**src/rtl/lram_pkg.sv**
```systemverilog
// Shared types for the line RAM fill controller: fill state, widths and index types.
package lram_pkg;

    localparam int LRAM_AW = 10;
    localparam int VRAM_DW = 16;

    typedef enum logic [1:0] {
        IDLE  = 2'd0,
        FETCH = 2'd1,
        DRAIN = 2'd2
    } fill_state_t;

    typedef logic [LRAM_AW-1:0] line_idx_t;
    // One extra bit so a full 1024-word line can be counted to completion.
    typedef logic [LRAM_AW:0]   word_idx_t;

endpackage

```
**src/rtl/lfill_addr_gen.sv**
```systemverilog
// VRAM read address generation: display line counter, per-fill latches of line and
// x start, and the x-wrapped word address presented to the VRAM arbiter.
module lfill_addr_gen
    import lram_pkg::*;
#(
    parameter int VAW = 20
) (
    input  logic                 gclk,
    input  logic                 rstn,
    input  logic                 vpstart,
    input  logic                 vrtc,
    input  logic                 fill_start,
    input  logic [LRAM_AW-1:0]   yscroll,
    input  logic [LRAM_AW-1:0]   xscroll,
    input  line_idx_t            req_lo,
    output logic [VAW-1:0]       vram_addr
);

    line_idx_t line_cnt_q, line_cnt_d;
    line_idx_t fill_line_q, fill_line_d;
    line_idx_t x_base_q, x_base_d;
    line_idx_t x_cur;

    always_comb begin
        line_cnt_d  = line_cnt_q;
        fill_line_d = fill_line_q;
        x_base_d    = x_base_q;
        if (fill_start) begin
            fill_line_d = line_cnt_q;
            x_base_d    = xscroll;
            if (vrtc) begin
                line_cnt_d = line_cnt_q + 10'd1;
            end
        end
        if (vpstart) begin
            line_cnt_d = yscroll;
        end
        // 10-bit add wraps the x position at the end of the VRAM line.
        x_cur = x_base_q + req_lo;
    end

    always_ff @(posedge gclk) begin
        if (!rstn) begin
            line_cnt_q  <= '0;
            fill_line_q <= '0;
            x_base_q    <= '0;
        end else begin
            line_cnt_q  <= line_cnt_d;
            fill_line_q <= fill_line_d;
            x_base_q    <= x_base_d;
        end
    end

    assign vram_addr = VAW'({fill_line_q, x_cur});

endmodule

```
**src/rtl/lram_fill_ctrl.sv**
```systemverilog
// Line RAM refill sequencer; `define LFILL_UNDERRUN_CNT_EN adds a saturating underrun_cnt.
// IDLE: wait for hcomp | FETCH: request words, write returned beats | DRAIN: discard old beats, then refill
module lram_fill_ctrl
    import lram_pkg::*;
#(
    parameter int LWORDS = 512,
    parameter int MAXOUT = 2,
    parameter int VAW    = 20
) (
    input  logic                 gclk,
    input  logic                 rstn,
    input  logic                 hcomp,
    input  logic                 vpstart,
    input  logic                 vrtc,
    input  logic [LRAM_AW-1:0]   yscroll,
    input  logic [LRAM_AW-1:0]   xscroll,
    output logic                 vram_req,
    output logic [VAW-1:0]       vram_addr,
    input  logic                 vram_ack,
    input  logic                 vram_rvalid,
    input  logic [VRAM_DW-1:0]   vram_rdat,
    output logic                 lram_we,
    output logic                 lram_wsel,
    output logic [LRAM_AW-1:0]   lram_wadr,
    output logic [VRAM_DW-1:0]   lram_wdat,
    output logic                 busy,
    output logic                 underrun,
    input  logic                 clr_underrun
`ifdef LFILL_UNDERRUN_CNT_EN
    ,
    output logic [7:0]           underrun_cnt
`endif
);

    localparam word_idx_t   LW = word_idx_t'(LWORDS);
    localparam logic [2:0]  MO = 3'(MAXOUT);

    fill_state_t          state_q, state_d;
    word_idx_t            reqidx_q, reqidx_d;
    word_idx_t            wridx_q, wridx_d;
    logic [2:0]           out_q, out_d, out_nxt;
    logic                 wsel_q, wsel_d;
    logic                 we_q, we_d;
    line_idx_t            wadr_q, wadr_d;
    logic [VRAM_DW-1:0]   wdat_q, wdat_d;
    logic                 unr_q, unr_d;
    logic                 req_c, ack_c, rv_c, unr_set, fill_start;

    always_comb begin
        req_c   = (state_q == FETCH) && (reqidx_q < LW) && (out_q < MO);
        ack_c   = req_c && vram_ack;
        rv_c    = vram_rvalid && (state_q != IDLE) && (out_q != 3'd0);
        out_nxt = out_q + {2'b00, ack_c} - {2'b00, rv_c};

        state_d    = state_q;
        reqidx_d   = reqidx_q;
        wridx_d    = wridx_q;
        out_d      = out_nxt;
        wsel_d     = hcomp ? ~wsel_q : wsel_q;
        we_d       = 1'b0;
        wadr_d     = wadr_q;
        wdat_d     = wdat_q;
        unr_set    = 1'b0;
        fill_start = 1'b0;

        case (state_q)
            IDLE: begin
                out_d = '0;
                if (hcomp) begin
                    state_d    = FETCH;
                    fill_start = 1'b1;
                    reqidx_d   = '0;
                    wridx_d    = '0;
                end
            end
            FETCH: begin
                if (hcomp) begin
                    // Beats of the abandoned line are never written into the new bank.
                    unr_set  = 1'b1;
                    reqidx_d = '0;
                    wridx_d  = '0;
                    if (out_nxt != 3'd0) begin
                        state_d = DRAIN;
                    end else begin
                        fill_start = 1'b1;
                    end
                end else begin
                    if (ack_c) begin
                        reqidx_d = reqidx_q + 11'd1;
                    end
                    if (rv_c) begin
                        we_d    = 1'b1;
                        wadr_d  = wridx_q[LRAM_AW-1:0];
                        wdat_d  = vram_rdat;
                        wridx_d = wridx_q + 11'd1;
                        if ((wridx_q + 11'd1) == LW) begin
                            state_d = IDLE;
                        end
                    end
                end
            end
            DRAIN: begin
                unr_set = hcomp;
                if (out_nxt == 3'd0) begin
                    state_d    = FETCH;
                    fill_start = 1'b1;
                    reqidx_d   = '0;
                    wridx_d    = '0;
                end
            end
            default: state_d = IDLE;
        endcase

        unr_d = unr_set | (unr_q & ~clr_underrun);
    end

    always_ff @(posedge gclk) begin
        if (!rstn) begin
            state_q  <= IDLE;
            reqidx_q <= '0;
            wridx_q  <= '0;
            out_q    <= '0;
            wsel_q   <= 1'b1;
            we_q     <= 1'b0;
            wadr_q   <= '0;
            wdat_q   <= '0;
            unr_q    <= 1'b0;
        end else begin
            state_q  <= state_d;
            reqidx_q <= reqidx_d;
            wridx_q  <= wridx_d;
            out_q    <= out_d;
            wsel_q   <= wsel_d;
            we_q     <= we_d;
            wadr_q   <= wadr_d;
            wdat_q   <= wdat_d;
            unr_q    <= unr_d;
        end
    end

`ifdef LFILL_UNDERRUN_CNT_EN
    logic [7:0] ucnt_q, ucnt_d;
    logic [7:0] ucnt_base;

    always_comb begin
        ucnt_base = clr_underrun ? 8'd0 : ucnt_q;
        ucnt_d    = ucnt_base;
        if (unr_set && (ucnt_base != 8'hFF)) begin
            ucnt_d = ucnt_base + 8'd1;
        end
    end

    always_ff @(posedge gclk) begin
        if (!rstn) begin
            ucnt_q <= '0;
        end else begin
            ucnt_q <= ucnt_d;
        end
    end

    assign underrun_cnt = ucnt_q;
`endif

    lfill_addr_gen #(
        .VAW (VAW)
    ) u_addr_gen (
        .gclk       (gclk),
        .rstn       (rstn),
        .vpstart    (vpstart),
        .vrtc       (vrtc),
        .fill_start (fill_start),
        .yscroll    (yscroll),
        .xscroll    (xscroll),
        .req_lo     (reqidx_q[LRAM_AW-1:0]),
        .vram_addr  (vram_addr)
    );

    assign vram_req  = req_c;
    assign lram_we   = we_q;
    assign lram_wsel = wsel_q;
    assign lram_wadr = wadr_q;
    assign lram_wdat = wdat_q;
    assign busy      = (state_q != IDLE);
    assign underrun  = unr_q;

endmodule

```
**config.mk**
```make
export PLATFORM = sky130hd
export DESIGN_NAME = lram_fill_ctrl
export DESIGN_NICKNAME = d
export VERILOG_FILES = /design/src/rtl/lram_pkg.sv /design/src/rtl/lfill_addr_gen.sv /design/src/rtl/lram_fill_ctrl.sv
export SDC_FILE = /design/constraint.sdc
export NUM_CORES = 1
export LEC_CHECK = 0
export CAP_MARGIN = 40
export CORE_ASPECT_RATIO = 0.6
export CORE_UTILIZATION = 50
export DETAILED_ROUTE_END_ITERATION = 10
export PLACE_DENSITY = 0.81
export SETUP_SLACK_MARGIN = 0.05
export SYNTH_ARGS = -nofsm -noshare
export SYNTH_HDL_FRONTEND = slang
export SYNTH_SLANG_ARGS = --single-unit
```
**constraint.sdc**
```tcl
create_clock -name gclk -period 4.4 [get_ports gclk]
set_input_delay 0.66 -clock gclk [delete_from_list [all_inputs] [get_ports gclk]]
set_output_delay 0.66 -clock gclk [all_outputs]
set_load 0.03 [all_outputs]
```
==> flow_summary_export.csv, run 1 <==
group,metric,value,unit
outcome,outcome,"finished, final reports clean",
clock_tree,cts_setup_buffers,0,
finish,layout-drive-gt1-share,6.86,%
setup_path,worst-endpoint-required,4.64,ns
worst_hold_path,holdPathStages,2,
sta,setup_viol,0,
sta,tightestPinTransition,0.710,ns
floorplanning,io-pin-count,95,
finish,multiInputGateArea,2540,µm²
floorplanning,die_width,124,µm
pwr,peakVddDrop,0.233,mV
clock_tree,h-tree-depth,3,
routing,drtPass1Iterations,5,
setup_path,crit_type,"reg -> reg",
yosys,synth_edf_count,0,
grt,grt_pass1_wl,18300,µm
flow_run,cap_violations,0,
grt,grt.overflow.total,0,
clock_tree,numCtsBuffers,9,
finish,area.sequential,1720,µm²
place,dp.cells,724,
routing,drt_iter0_drc,394,
routing,drcViolationCount,0,
sta,whs,0.456,ns
place,routabilityCongestion,0.897,
setup_path,crit_start,"state_q[0]$_SDFFE_PN0P_",
yosys,synth_cells,538,
finish,layout.nets,688,
yosys,synth_top_area_share,38.8,%
yosys,seq_area_frac_synth,38.8,%
sta,relSlewSlack,52.5,%
setup_path,arrival,4.13,ns
worst_hold_path,worstHoldEndpoint,"lram_wadr[5]$_SDFFE_PN0P_",
clock_tree,clk_latency,0.34,ns
floorplanning,row_count,26,
yosys,async_reset_ff_share,0,%
routing,routed_wirelength,11500,µm
yosys,ys.flop_type,"dfxtp_1",
setup_path,rrSetupSlack,0.51,ns
sta,tns,0,ns
routing,via_per_inst,5.54,
sta,timing.fmax,257,MHz
grt,grt_max_degree,43,
sta,finalMaxSlewViolations,0,
grt,antenna_found_initial,0,
grt,grt_usage,26.1,%
sta,rsz0062_at_grt,"false",
clock_tree,clock_path_buffers,2,
routing,antenna_left,0,
sta,period_minus_slack,3.89,ns
yosys,synth_cell_types,56,
floorplanning,start_util,51.8,%
routing,wire_per_inst,15.5,µm
routing,num_vias,4092,
clock_tree,ctsResizeCount,0,
floorplanning,dieArea,9260,µm²
clock_tree,cts_tree,"built",
yosys,syn_area,4440,µm²
finish,syn2layout_area_growth,30.0,%
finish,n_fill_cell,724,
yosys,yosys.area.top_type,"dfxtp_1",
setup_path,start_kind,"flop",
clock_tree,postCtsHoldBufs,0,
pwr,p_leak,0.00213,µW
yosys,synth-seq-cells,86,
setup_path,critPathCaptureType,"flop",
floorplanning,die_h,75.0,µm
finish,antennaDiodeCount,0,
worst_hold_path,worstHoldStart,"lram_wadr[5]$_SDFFE_PN0P_",
clock_tree,clock_sinks,86,
place,dp_hpwl,8420,µm
yosys,synth_area_leaders,"dfxtp_1 39%, nand2_1 9.8%, a21boi_0 7.6%",
finish,final_core_util,67.4,%
sta,clock_skew,0.00828,ns
setup_path,r2r_start,"state_q[0]$_SDFFE_PN0P_",
sta,fin_crit_sh,88.5,%
sta,hold_violations,0,
yosys,ys_warn_count,0,
grt,first_global_vias,3710,
yosys,syn-num-nets,603,
pwr,power.density,398,nW/µm²
clock_tree,path_clk_slew,0.06,ns
place,port_buffers,94,
setup_path,r2r_cells,13,
worst_hold_path,min_path_type,"reg -> reg",
setup_path,cp_max_fo,12,
clock_tree,cts_root_buf,"clkbuf_16",
finish,fin_cells,739,
yosys,avgSynthCellArea,8.24,µm²
setup_path,r2r-end,"u_addr_gen.line_cnt_q[8]$_SDFFE_PN0P_",
floorplanning,design.core.area,8560,µm²
[cell type report]
type | count | share of cell area (%)
timing repair buffer | 100 | 17.1
inverter | 17 | 1.11
clock buffer | 9 | 3.91
sequential | 86 | 29.9
multi-input combinational | 409 | 44.0
clock inverter | 6 | 1.52
tap | 112 | 2.43
[critical path, stage by stage, from the launching register on]
cell,delay [ns]
dfxtp_1,0.44
inv_1,0.10
ha_1,0.27
nor2b_1,0.21
and2_1,0.36
xnor2_1,0.14
ha_1,0.21
fa_1,0.59
o41ai_2,0.38
a22oi_1,0.13
buf_4,0.21
nor4b_1,0.38
xor2_1,0.12
a31o_2,0.25
[layer usage]
layer  vias up  part of all wire [%]  global-route usage, %
li1       2012                     -                      -
met1      1920                    50                   37.7
met2       142                    42                   37.7
met3        18                   6.7                   7.05
met4         0                   1.3                   8.17
met5         -                     0                      0
[Yosys cell counts (all sizes together), types with 6 or more instances]
cell type / instances
nor3: 15
or3: 6
ha: 19
nand3: 17
nor2b: 10
inv: 17
buf: 11
clkbuf: 15
and2: 6
and3: 10
xnor2: 20
a21oi: 20
o21ai: 21
nand2: 118
dfxtp: 86
nor2: 34
a21boi: 52
[cells by family after synthesis]
family	share of synthesized area [%]
AND/OR/NAND/NOR	26.2
AO/OA/AOI/OAI	18.7
flip-flops	38.8
buffers and inverters	4.01
XOR/XNOR	5.11
adder cells (fa/ha/maj)	6.26
multiplexers	0.903
[placed cells by master (no fill, tap or decap), drive strengths merged, types with 9 or more instances in the layout]
master / n
nand3: 17
clkbuf: 9
and3: 10
ha: 19
xnor2: 20
o21ai: 21
nor2: 34
nor3: 15
inv: 17
nand2: 118
dfxtp: 86
a21boi: 52
nor2b: 10
clkdlybuf4s50: 93
a21oi: 20
[how the worst max path moves through the flow]
stage	end	cells after the start
after floorplan	u_addr_gen.line_cnt_q[0]$_SDFFE_PN0P_	15
final	u_addr_gen.line_cnt_q[8]$_SDFFE_PN0P_	13
after global routing	u_addr_gen.line_cnt_q[8]$_SDFFE_PN0P_	13
after CTS	u_addr_gen.line_cnt_q[8]$_SDFFE_PN0P_	13
after global placement	u_addr_gen.line_cnt_q[8]$_SDFFE_PN0P_	12
after detailed placement	u_addr_gen.line_cnt_q[8]$_SDFFE_PN0P_	12
[through the flow]
step / power [µW] / setup slack [ns] / cell area (µm²)
global route: 2400 / 0.208 / 5770
floorplan: 1270 / 1.07 / 4440
CTS: 2300 / 0.551 / 5770
finish: 2290 / 0.507 / 5770
detailed placement: 1490 / 0.253 / 5450
global placement: 1470 / 0.418 / 5440
[report_power, final]
| part | switching (µW) | internal, µW |
|---|---|---|
| Clock | 318 | 493 |
| Combinational | 366 | 246 |
| Sequential | 45.2 | 827 |
[flip-flops by register name, summed over array words and instances (netlist names)]
name                    cells
lram_wadr                  10
lram_wdat                  16
lram_we                     1
lram_wsel                   1
out_q                       3
reqidx_q                   11
state_q                     2
u_addr_gen.fill_line_q     10
u_addr_gen.line_cnt_q      10
u_addr_gen.x_base_q        10
underrun                    1
wridx_q                    11
Power figures use the tool's default switching activity.
==> run 2, diff against run 1 <==
--- a/config.mk
+++ b/config.mk
@@ -11,6 +11,7 @@
 export DETAILED_ROUTE_END_ITERATION = 10
 export PLACE_DENSITY = 0.81
 export SETUP_SLACK_MARGIN = 0.05
+export SLEW_MARGIN = 40
 export SYNTH_ARGS = -nofsm -noshare
 export SYNTH_HDL_FRONTEND = slang
 export SYNTH_SLANG_ARGS = --single-unit
==> run 2 against run 1 <==
Compared with the run above:
- flip-flop and latch count did not move
- clock skew down 0.0043 ns
- largest power group unchanged
- combinational power is essentially flat
- cell count stayed put
- wire length increased by 0.47%
- clock power about the same
- core utilization decreased by 0.12 points
- critical path depth decreased by 5
- design area decreased by 0.17%
- setup slack gained 0.027 ns
- sequential share of layout area is 0.052 points higher
- die area did not move
==> flow_summary_export.csv, run 2 (same netlist as run 1, synthesis figures left out) <==
group,metric,value,unit
floorplanning,start_util,51.8,%
routing,via_per_inst,5.61,
grt,grt.overflow.total,0,
routing,antenna_left,0,
setup_path,r2r_start,"state_q[0]$_SDFFE_PN0P_",
finish,multiInputGateArea,2540,µm²
worst_hold_path,worstHoldEndpoint,"lram_wadr[5]$_SDFFE_PN0P_",
clock_tree,clk_latency,0.34,ns
finish,area.sequential,1720,µm²
outcome,outcome,"finished, final reports clean",
floorplanning,io-pin-count,95,
setup_path,rrSetupSlack,0.55,ns
finish,layout-drive-gt1-share,6.86,%
grt,grt_usage,25.8,%
sta,period_minus_slack,3.87,ns
sta,rsz0062_at_grt,"false",
setup_path,start_kind,"flop",
finish,layout_common_cells,"115 x nand2_1, 93 x clkdlybuf4s50_1, 86 x dfxtp_1, 45 x a21boi_0, 33 x nor2_1",
sta,timing.fmax,259,MHz
sta,tightestPinTransition,0.801,ns
grt,grt_pass1_wl,18100,µm
clock_tree,cts_tree,"built",
routing,num_vias,4145,
flow_run,cap_violations,0,
sta,tns,0,ns
routing,drtPass1Iterations,5,
sta,hold_violations,0,
floorplanning,dieArea,9260,µm²
sta,setup_viol,0,
floorplanning,design.core.area,8560,µm²
setup_path,cpPeakStageDelay,0.73,ns
routing,drt_iter0_drc,361,
setup_path,cp_max_fo,5,
setup_path,crit_start,"reqidx_q[1]$_SDFFE_PN0P_",
setup_path,cpMaxStageDelayCell,"clkdlybuf4s50_1",
clock_tree,cts_setup_buffers,0,
setup_path,cp_cell_sequence,"ha_1 -> a21o_1 -> a21oi_1 -> o21ai_0 -> or4_1 -> and3_1 -> a211oi_1 -> clkdlybuf4s50_1",
routing,drcViolationCount,0,
grt,grt_max_degree,43,
clock_tree,clock_sinks,86,
sta,whs,0.457,ns
setup_path,worst-endpoint-required,3.74,ns
worst_hold_path,min_path_type,"reg -> reg",
sta,clock_skew,0.00398,ns
setup_path,arrival,3.21,ns
clock_tree,clock_path_buffers,2,
sta,relSlewSlack,46.4,%
finish,layout.nets,687,
setup_path,crit_type,"reg -> out",
routing,routed_wirelength,11500,µm
pwr,peakVddDrop,0.222,mV
sta,fin_crit_sh,87.9,%
clock_tree,numCtsBuffers,9,
pwr,p_leak,0.00213,µW
pwr,power.density,398,nW/µm²
grt,antenna_found_initial,0,
clock_tree,postCtsHoldBufs,0,
clock_tree,ctsResizeCount,0,
finish,n_fill_cell,699,
grt,first_global_vias,3704,
worst_hold_path,worstHoldStart,"lram_wadr[5]$_SDFFE_PN0P_",
setup_path,critPathCaptureType,"output pin",
sta,finalMaxSlewViolations,0,
floorplanning,die_width,124,µm
place,dp_hpwl,8360,µm
finish,final_common_cell,"nand2_1",
place,routabilityCongestion,0.897,
worst_hold_path,holdPathStages,2,
setup_path,r2r_cells,13,
setup_path,r2r-end,"u_addr_gen.line_cnt_q[8]$_SDFFE_PN0P_",
finish,largest_register_ffs,16,
floorplanning,die_h,75.0,µm
finish,antennaDiodeCount,0,
clock_tree,path_clk_slew,0.06,ns
clock_tree,h-tree-depth,3,
clock_tree,cts_root_buf,"clkbuf_16",
finish,syn2layout_area_growth,29.8,%
floorplanning,row_count,26,
place,port_buffers,94,
routing,wire_per_inst,15.6,µm
-- run 2: layer usage --
layer | vias up | global-route usage, % | wire length (µm)
met5 | - | 0 | 0
met2 | 142 | 37.5 | 4950
met4 | 0 | 6.83 | 77
li1 | 2014 | - | -
met1 | 1977 | 36.8 | 5740
met3 | 12 | 8.33 | 766
-- run 2: layout make-up --
type | instances | share of cell area, %
multi-input combinational | 409 | 44.2
sequential | 86 | 29.9
timing repair buffer | 99 | 16.9
clock buffer | 10 | 3.98
tap | 112 | 2.43
clock inverter | 6 | 1.50
inverter | 17 | 1.11
-- run 2: worst max-delay path: cells and delay by family, from the launching register on --
kind            cells  cell delay (ns)
fa+ha+maj           1             0.27
simple gates        2             0.62
compound gates      4             0.84
buf+inv             1             0.73
flops               1             0.42
-- run 2: worst max path at each step --
stage / cells after the start / slack [ns] / end
6_report: 8 / 0.53 / vram_addr[9]
5_1_grt: 13 / 0.25 / u_addr_gen.line_cnt_q[8]$_SDFFE_PN0P_
4_1_cts: 13 / 0.57 / u_addr_gen.line_cnt_q[8]$_SDFFE_PN0P_
3_5_place_dp: 12 / 0.27 / u_addr_gen.line_cnt_q[8]$_SDFFE_PN0P_
3_3_place_gp: 12 / 0.42 / u_addr_gen.line_cnt_q[8]$_SDFFE_PN0P_
2_1_floorplan: 15 / 1.07 / u_addr_gen.line_cnt_q[0]$_SDFFE_PN0P_
-- run 2: per-stage QoR --
stage	instances	utilization, %	worst slack (ns)	cell area, µm²	power (µW)
detailed placement	723	63.6	0.270	5440	1490
global placement	723	63.6	0.418	5440	1470
floorplan	538	-	1.07	4440	1270
finish	739	67.3	0.534	5760	2290
global route	739	67.3	0.252	5760	2390
CTS	739	67.3	0.569	5760	2300
-- run 2: power by group --
group / switching [µW] / total, µW / internal (µW)
Combinational: 365 / 611 / 246
Sequential: 44.6 / 872 / 827
Clock: 314 / 810 / 496
